File: src/rtl/irq_ctrl_pkg.sv
// Shared types and constants for the interrupt/exception controller.
// Optional IRQ_SYNC_EN build macro is consumed by irq_ctrl.
package irq_ctrl_pkg;

  typedef enum logic [1:0] {
    ST_IDLE    = 2'd0,
    ST_FLUSH   = 2'd1,
    ST_HANDLER = 2'd2
  } state_e;

  localparam int CAUSE_W   = 5;
  localparam int CAUSE_EXC = 4;

  localparam logic [31:0] DEF_IRQ_VEC = 32'h8000_0004;
  localparam logic [31:0] DEF_EXC_VEC = 32'h8000_0008;

  // cause[CAUSE_EXC] flags an exception; the low nibble carries the IRQ index.
  function automatic logic [CAUSE_W-1:0] make_cause(input logic is_exc, input logic [3:0] index);
    logic [CAUSE_W-1:0] c;
    c            = {1'b0, index};
    c[CAUSE_EXC] = is_exc;
    return c;
  endfunction

endpackage

File: src/rtl/irq_prio_enc.sv
// Lowest-index-wins priority encoder for the eligible interrupt set.
module irq_prio_enc #(
  parameter int NUM_IRQ = 4
) (
  input  logic [NUM_IRQ-1:0] req,
  output logic               valid,
  output logic [3:0]         index
);

  always_comb begin
    valid = |req;
    index = 4'd0;
    for (int i = NUM_IRQ - 1; i >= 0; i--) begin
      if (req[i]) index = 4'(i);
    end
  end

endmodule

File: src/rtl/irq_ctrl.sv
// Interrupt/exception entry controller: edge-detected pending bits, masked
// priority selection and a three-state entry FSM. Build macro: IRQ_SYNC_EN.
module irq_ctrl
  import irq_ctrl_pkg::*;
#(
  parameter int          NUM_IRQ = 4,
  parameter logic [31:0] IRQ_VEC = DEF_IRQ_VEC,
  parameter logic [31:0] EXC_VEC = DEF_EXC_VEC
) (
  input  logic               clk,
  input  logic               reset,
  input  logic [NUM_IRQ-1:0] irq_in,
  input  logic               mask_we,
  input  logic [NUM_IRQ-1:0] mask_wdata,
  input  logic               exc_in,
  input  logic               id_valid,
  input  logic [31:0]        id_pc,
  input  logic               stall,
  input  logic               kernel,
  input  logic               eret,
  output logic               flush,
  output logic [31:0]        vec_pc,
  output logic [31:0]        epc,
  output logic [CAUSE_W-1:0] cause,
  output logic [NUM_IRQ-1:0] irq_ack,
  output logic               busy,
  output logic [NUM_IRQ-1:0] mask
);

  state_e               state_reg, state_next;
  logic [NUM_IRQ-1:0]   irq_src;
  logic [NUM_IRQ-1:0]   irq_prev_reg;
  logic [NUM_IRQ-1:0]   irq_rise;
  logic [NUM_IRQ-1:0]   pending_reg, pending_next;
  logic [NUM_IRQ-1:0]   mask_reg;
  logic [NUM_IRQ-1:0]   eligible;
  logic [NUM_IRQ-1:0]   elig_onehot;
  logic [NUM_IRQ-1:0]   ack_sel_reg;
  logic                 any_elig;
  logic [3:0]           elig_idx;
  logic                 take_entry;
  logic                 take_return;
  logic [31:0]          epc_reg;
  logic [31:0]          vec_pc_reg;
  logic [CAUSE_W-1:0]   cause_reg;

`ifdef IRQ_SYNC_EN
  logic [NUM_IRQ-1:0] sync1_reg, sync2_reg;

  always_ff @(posedge clk) begin
    if (reset) begin
      sync1_reg <= '0;
      sync2_reg <= '0;
    end else begin
      sync1_reg <= irq_in;
      sync2_reg <= sync1_reg;
    end
  end

  assign irq_src = sync2_reg;
`else
  assign irq_src = irq_in;
`endif

  assign irq_rise = irq_src & ~irq_prev_reg;
  assign eligible = pending_reg & mask_reg;

  irq_prio_enc #(
    .NUM_IRQ(NUM_IRQ)
  ) u_prio (
    .req  (eligible),
    .valid(any_elig),
    .index(elig_idx)
  );

  for (genvar gi = 0; gi < NUM_IRQ; gi++) begin : g_onehot
    assign elig_onehot[gi] = (elig_idx == 4'(gi));
  end

  assign take_entry  = (state_reg == ST_IDLE) && id_valid && !kernel && !stall
                       && (any_elig || exc_in);
  assign take_return = (state_reg == ST_HANDLER) && id_valid && eret && kernel && !stall;

  assign irq_ack = (state_reg == ST_FLUSH) ? ack_sel_reg : '0;
  // A fresh edge re-arms a bit even when it is being acknowledged this cycle.
  assign pending_next = (pending_reg & ~irq_ack) | irq_rise;

  always_comb begin
    state_next = state_reg;
    case (state_reg)
      ST_IDLE:    if (take_entry) state_next = ST_FLUSH;
      ST_FLUSH:   state_next = ST_HANDLER;
      ST_HANDLER: if (take_return) state_next = ST_IDLE;
      default:    state_next = ST_IDLE;
    endcase
  end

  always_ff @(posedge clk) begin
    if (reset) begin
      state_reg    <= ST_IDLE;
      irq_prev_reg <= '0;
      pending_reg  <= '0;
      mask_reg     <= '1;
      epc_reg      <= '0;
      cause_reg    <= '0;
      vec_pc_reg   <= '0;
      ack_sel_reg  <= '0;
    end else begin
      state_reg    <= state_next;
      irq_prev_reg <= irq_src;
      pending_reg  <= pending_next;
      if (mask_we) mask_reg <= mask_wdata;
      if (take_entry) begin
        epc_reg <= id_pc;
        if (any_elig) begin
          cause_reg   <= make_cause(1'b0, elig_idx);
          vec_pc_reg  <= IRQ_VEC;
          ack_sel_reg <= elig_onehot;
        end else begin
          cause_reg   <= make_cause(1'b1, 4'h0);
          vec_pc_reg  <= EXC_VEC;
          ack_sel_reg <= '0;
        end
      end
    end
  end

  assign flush  = (state_reg == ST_FLUSH);
  assign busy   = (state_reg == ST_HANDLER);
  assign vec_pc = vec_pc_reg;
  assign epc    = epc_reg;
  assign cause  = cause_reg;
  assign mask   = mask_reg;

endmodule

File: config.mk
export PLATFORM = sky130hd
export DESIGN_NAME = irq_ctrl
export DESIGN_NICKNAME = d
export VERILOG_FILES = /design/src/rtl/irq_ctrl_pkg.sv /design/src/rtl/irq_prio_enc.sv /design/src/rtl/irq_ctrl.sv
export SDC_FILE = /design/constraint.sdc
export NUM_CORES = 1
export LEC_CHECK = 0
export BUFFER_PORTS_ARGS = -buffer_cell sky130_fd_sc_hd__clkbuf_2
export CORE_ASPECT_RATIO = 0.7
export CORE_MARGIN = 1
export CORE_UTILIZATION = 44
export DETAILED_ROUTE_END_ITERATION = 6
export PLACE_DENSITY = 0.92
export SYNTH_ARGS = -nofsm -noshare
export SYNTH_HDL_FRONTEND = slang
export SYNTH_SLANG_ARGS = --single-unit
File: constraint.sdc
create_clock -name clk -period 2 [get_ports clk]
set_clock_uncertainty 0.05 [all_clocks]
set_input_delay 0.4 -clock clk [delete_from_list [all_inputs] [get_ports clk]]
set_output_delay 0.4 -clock clk [all_outputs]
set_load 0.02 [all_outputs]
==> impl_summary.md <==
GRT
The total global-route track usage is 0.173. For this run the aggregate overflow at the end of global routing stands at 0. The first global-routing pass estimated 7.15 mm of wire.

The number of global-route vias before repair was 1,650. The initial antenna violation count came to 0. Entering global routing, the biggest net connects 26 pins.

Worst setup path
Walking the worst path, the cells encountered are or4b_4 -> a211oi_4 -> buf_12 -> nand4_1 -> a21oi_1. The worst setup path is captured at a register. The number of gates on the worst path with buffers counted is 5. Following the worst setup path forward leads to its endpoint at ack_sel_reg[1]. The startpoint of the most critical setup path is state_reg[1].

The worst setup path is launched from a register. Together, buffers and inverters on the worst path number 1. For the worst flop-to-flop path, the logic depth is 5. Of all nets on the critical path, the largest fanout is 18. The slack of the worst reg-to-reg path is 0.17 ns. The slowest stage of the critical path belongs to the cell or4b_4.

The endpoint identified for the worst register-to-register timing path is ack_sel_reg[1]. On the critical path the largest part of the delay comes from simple AND/OR/NAND/NOR gates. The worst setup path is of the register to register kind. In this run the critical register-to-register path is launched from state_reg[1]. Data arrives at the worst endpoint at 2.01 ns.

STA puts the critical path data required time at 2.18 ns. The delay of the slowest cell on the worst path is 0.59 ns.

Die
The number of top-level design ports is 127. The die is 87.6 µm wide. After floorplanning, the core was sized to cover 4860 µm².

The die covers 5420 µm². The height of the die is 61.9 µm. The number of placement rows is 21. The initial utilization of the core area, before any placement, comes to 0.464.

Outcome
The run finished with clean final reports.

Route
The overall via count from detail_route is 1,968. After detailed routing, the number of vias per cell comes to 4.52. In this run the remaining antenna-violating nets after routing total 0.

After detailed routing, the average wire length per cell comes to 10.8 µm. Before antenna repair, the detailed router went through 4 iterations. The first-iteration detailed-routing DRC count is 124.

The number of design rule violations left after detail routing is 0. After detailed routing, the total wire length is 4.71 mm.

Final layout
The post-synthesis to final-layout area growth is 22.9%. The final-layout fill cell count is 447. The fraction of final layout cells sized beyond drive strength 1 is 0.314. For this run, the post-layout net count is 413. The antenna diode count is 0. Leaving out filler cells and counting taps, the final layout contains 435. The flip-flop count of the largest register after layout is 32.

Placement
Before CTS, the worst setup slack after placement is 0.0101 ns. After legalization and detailed placement, the total HPWL measured 3.63 mm. In this run the tool buffered the top-level ports with 95 buffer cells. After detailed placement, the design holds a cell count of 427. Routability-driven placement finished with a final weighted congestion of 0.758.

Logic synthesis
Yosys attributes the largest share of cell area to dfxtp_1, nand2_1, buf_4. The share of the Yosys chip area taken by registers is 0.488. The share of the synthesized area in the top cell type is 0.488.

Counting distinct cell types in the post-synthesis netlist gives 29. In this run the cell area of the synthesized design comes to 2260 µm². The number of synthesized register bits is 55. The gate count after technology mapping is 271. The synthesized design contains 0 enable-type register cells. The cell type with the highest aggregate area in the netlist is dfxtp_1. Averaged over all synthesized cells, the footprint is 8.33 µm². The count of warnings emitted by yosys is 0. The proportion of synthesized flip-flops having asynchronous set or reset is 0. The dominant register cell in the synthesized netlist is dfxtp_1.

Power
The power per cell area is 749 nW/µm². VDD sags by at most 396 µV. Total power for the finished layout comes to 2080 µW. The cell leakage power is 0.00129 µW.

Clock network
The number of clock sinks seen by CTS is 55. The post-CTS clock slew at the launch and capture registers of the worst setup and hold paths is 0.10 ns. In this run the post-CTS setup repair buffer count came out at 0.

For the worst-skew pair, the clock arrives at the later sink with an insertion delay of 0.30 ns. Buffers inserted during clock tree synthesis total 5. TritonCTS built the clock tree. The H-tree depth is 2. The longest clock path from root to sink contains 2 buffers. Clock tree synthesis selected as its root buffer the cell clkbuf_8.

STA
The post-route setup TNS is 0 ns. Of the available clock period, the critical path in the final layout requires 0.916. The routed design could run at a clock period as short as 1.83 ns. The final worst slack is 0.168 ns. The number of hold-slack violations in the final timing report is 0. Setup repair after global routing left no endpoint under its margin. The number of pins exceeding their max-slew limit in the final report came to 0. The peak clock frequency supported by timing is 546 MHz. The number of setup violations in the final report is 0.

Job
Max-cap violations in this run came to 0.

Hold path
The tightest min-delay check is of the primary input to register type.
==> worst min-delay path by stage <==
stage                               from             end  slack (ns)  cells past startpoint
after floorplan           ack_sel_reg[1]  ack_sel_reg[1]        0.38                      2
after CTS                  mask_wdata[3]         mask[3]        0.24                      2
after global placement           epc[18]         epc[18]        0.39                      2
after detailed placement          epc[7]          epc[7]        0.40                      2
after global routing       mask_wdata[3]         mask[3]        0.24                      2
final                      mask_wdata[3]         mask[3]        0.25                      2
==> logic make-up after synthesis <==
logic type	share of synthesized area
flops	0.488
buf+inv	0.152
simple gates	0.207
compound gates	0.151
other cells	0.00166
==> synth_stat cells, types with 2 or more instances <==
cell,number
buf_4,34
a211o_1,5
nand3_1,2
nor2_1,11
a22oi_1,2
buf_6,3
nor2b_1,13
clkbuf_1,7
nand4_1,2
dfxtp_1,55
a21oi_1,42
inv_1,4
nand2_1,74
buf_2,2
==> stage by stage <==
step	instance area (µm²)	hold slack, ns	util
2_1_floorplan	2370	0.382	-
3_3_place_gp	2680	0.392	0.552
3_5_place_dp	2680	0.397	0.552
4_1_cts	2770	0.239	0.570
5_1_grt	2780	0.244	0.571
6_report	2780	0.247	0.571
==> worst reg2reg max path: stages (launching register included) <==
cell	delay [ns]
dfxtp_1	0.33
or4b_4	0.59
a211oi_4	0.35
buf_12	0.19
nand4_1	0.10
a21oi_1	0.17
==> cells in the final DEF, fill, tap and decap left out <==
master / instances
a32o_1: 1
a221oi_1: 1
nor2b_1: 13
clkinv_2: 1
buf_4: 8
nor2_1: 11
nand4b_1: 1
buf_12: 1
nand3_1: 2
a211oi_1: 1
nand2_1: 74
a211oi_4: 1
clkbuf_2: 95
a22oi_1: 2
dfxtp_1: 55
a21oi_1: 42
nand2b_1: 1
and2b_1: 1
or4b_4: 1
inv_1: 4
a211o_1: 5
nor3_1: 1
a32oi_1: 1
o31ai_1: 1
nor3b_1: 1
conb_1: 31
clkinvlp_4: 2
a21oi_2: 1
nand4_1: 2
clkbuf_8: 5
==> final cells by class <==
cell class	count	area, µm²	area share
Tap cell	69	86.3	0.0311
Clock buffer	5	68.8	0.0248
Clock inverter	3	20.0	0.00721
Sequential cell	55	1100	0.397
Timing Repair Buffer	104	556	0.200
Inverter	4	15.0	0.00541
Multi-Input combinational cell	195	928	0.335
==> per-layer routing <==
metal	routed length (µm)	vias up	GRT usage
li1	-	1003	-
met1	2100	884	0.211
met2	2240	79	0.306
met3	355	2	0.0515
met4	14	0	0.0468
met5	0	-	0
==> power by group <==
group	switching [µW]	leakage, µW	internal [µW]
logic	200	0.000802	112
registers	31.5	0.000449	1140
clock network	353	0.0000402	244
total	584	0.00129	1490
==> what timing repair did <==
item	in CTS	in global routing
hold buffers	0	0
setup endpoints to repair	0	1
gates resized for setup	0	1
Note: power is estimated with default switching activity, not from simulation.
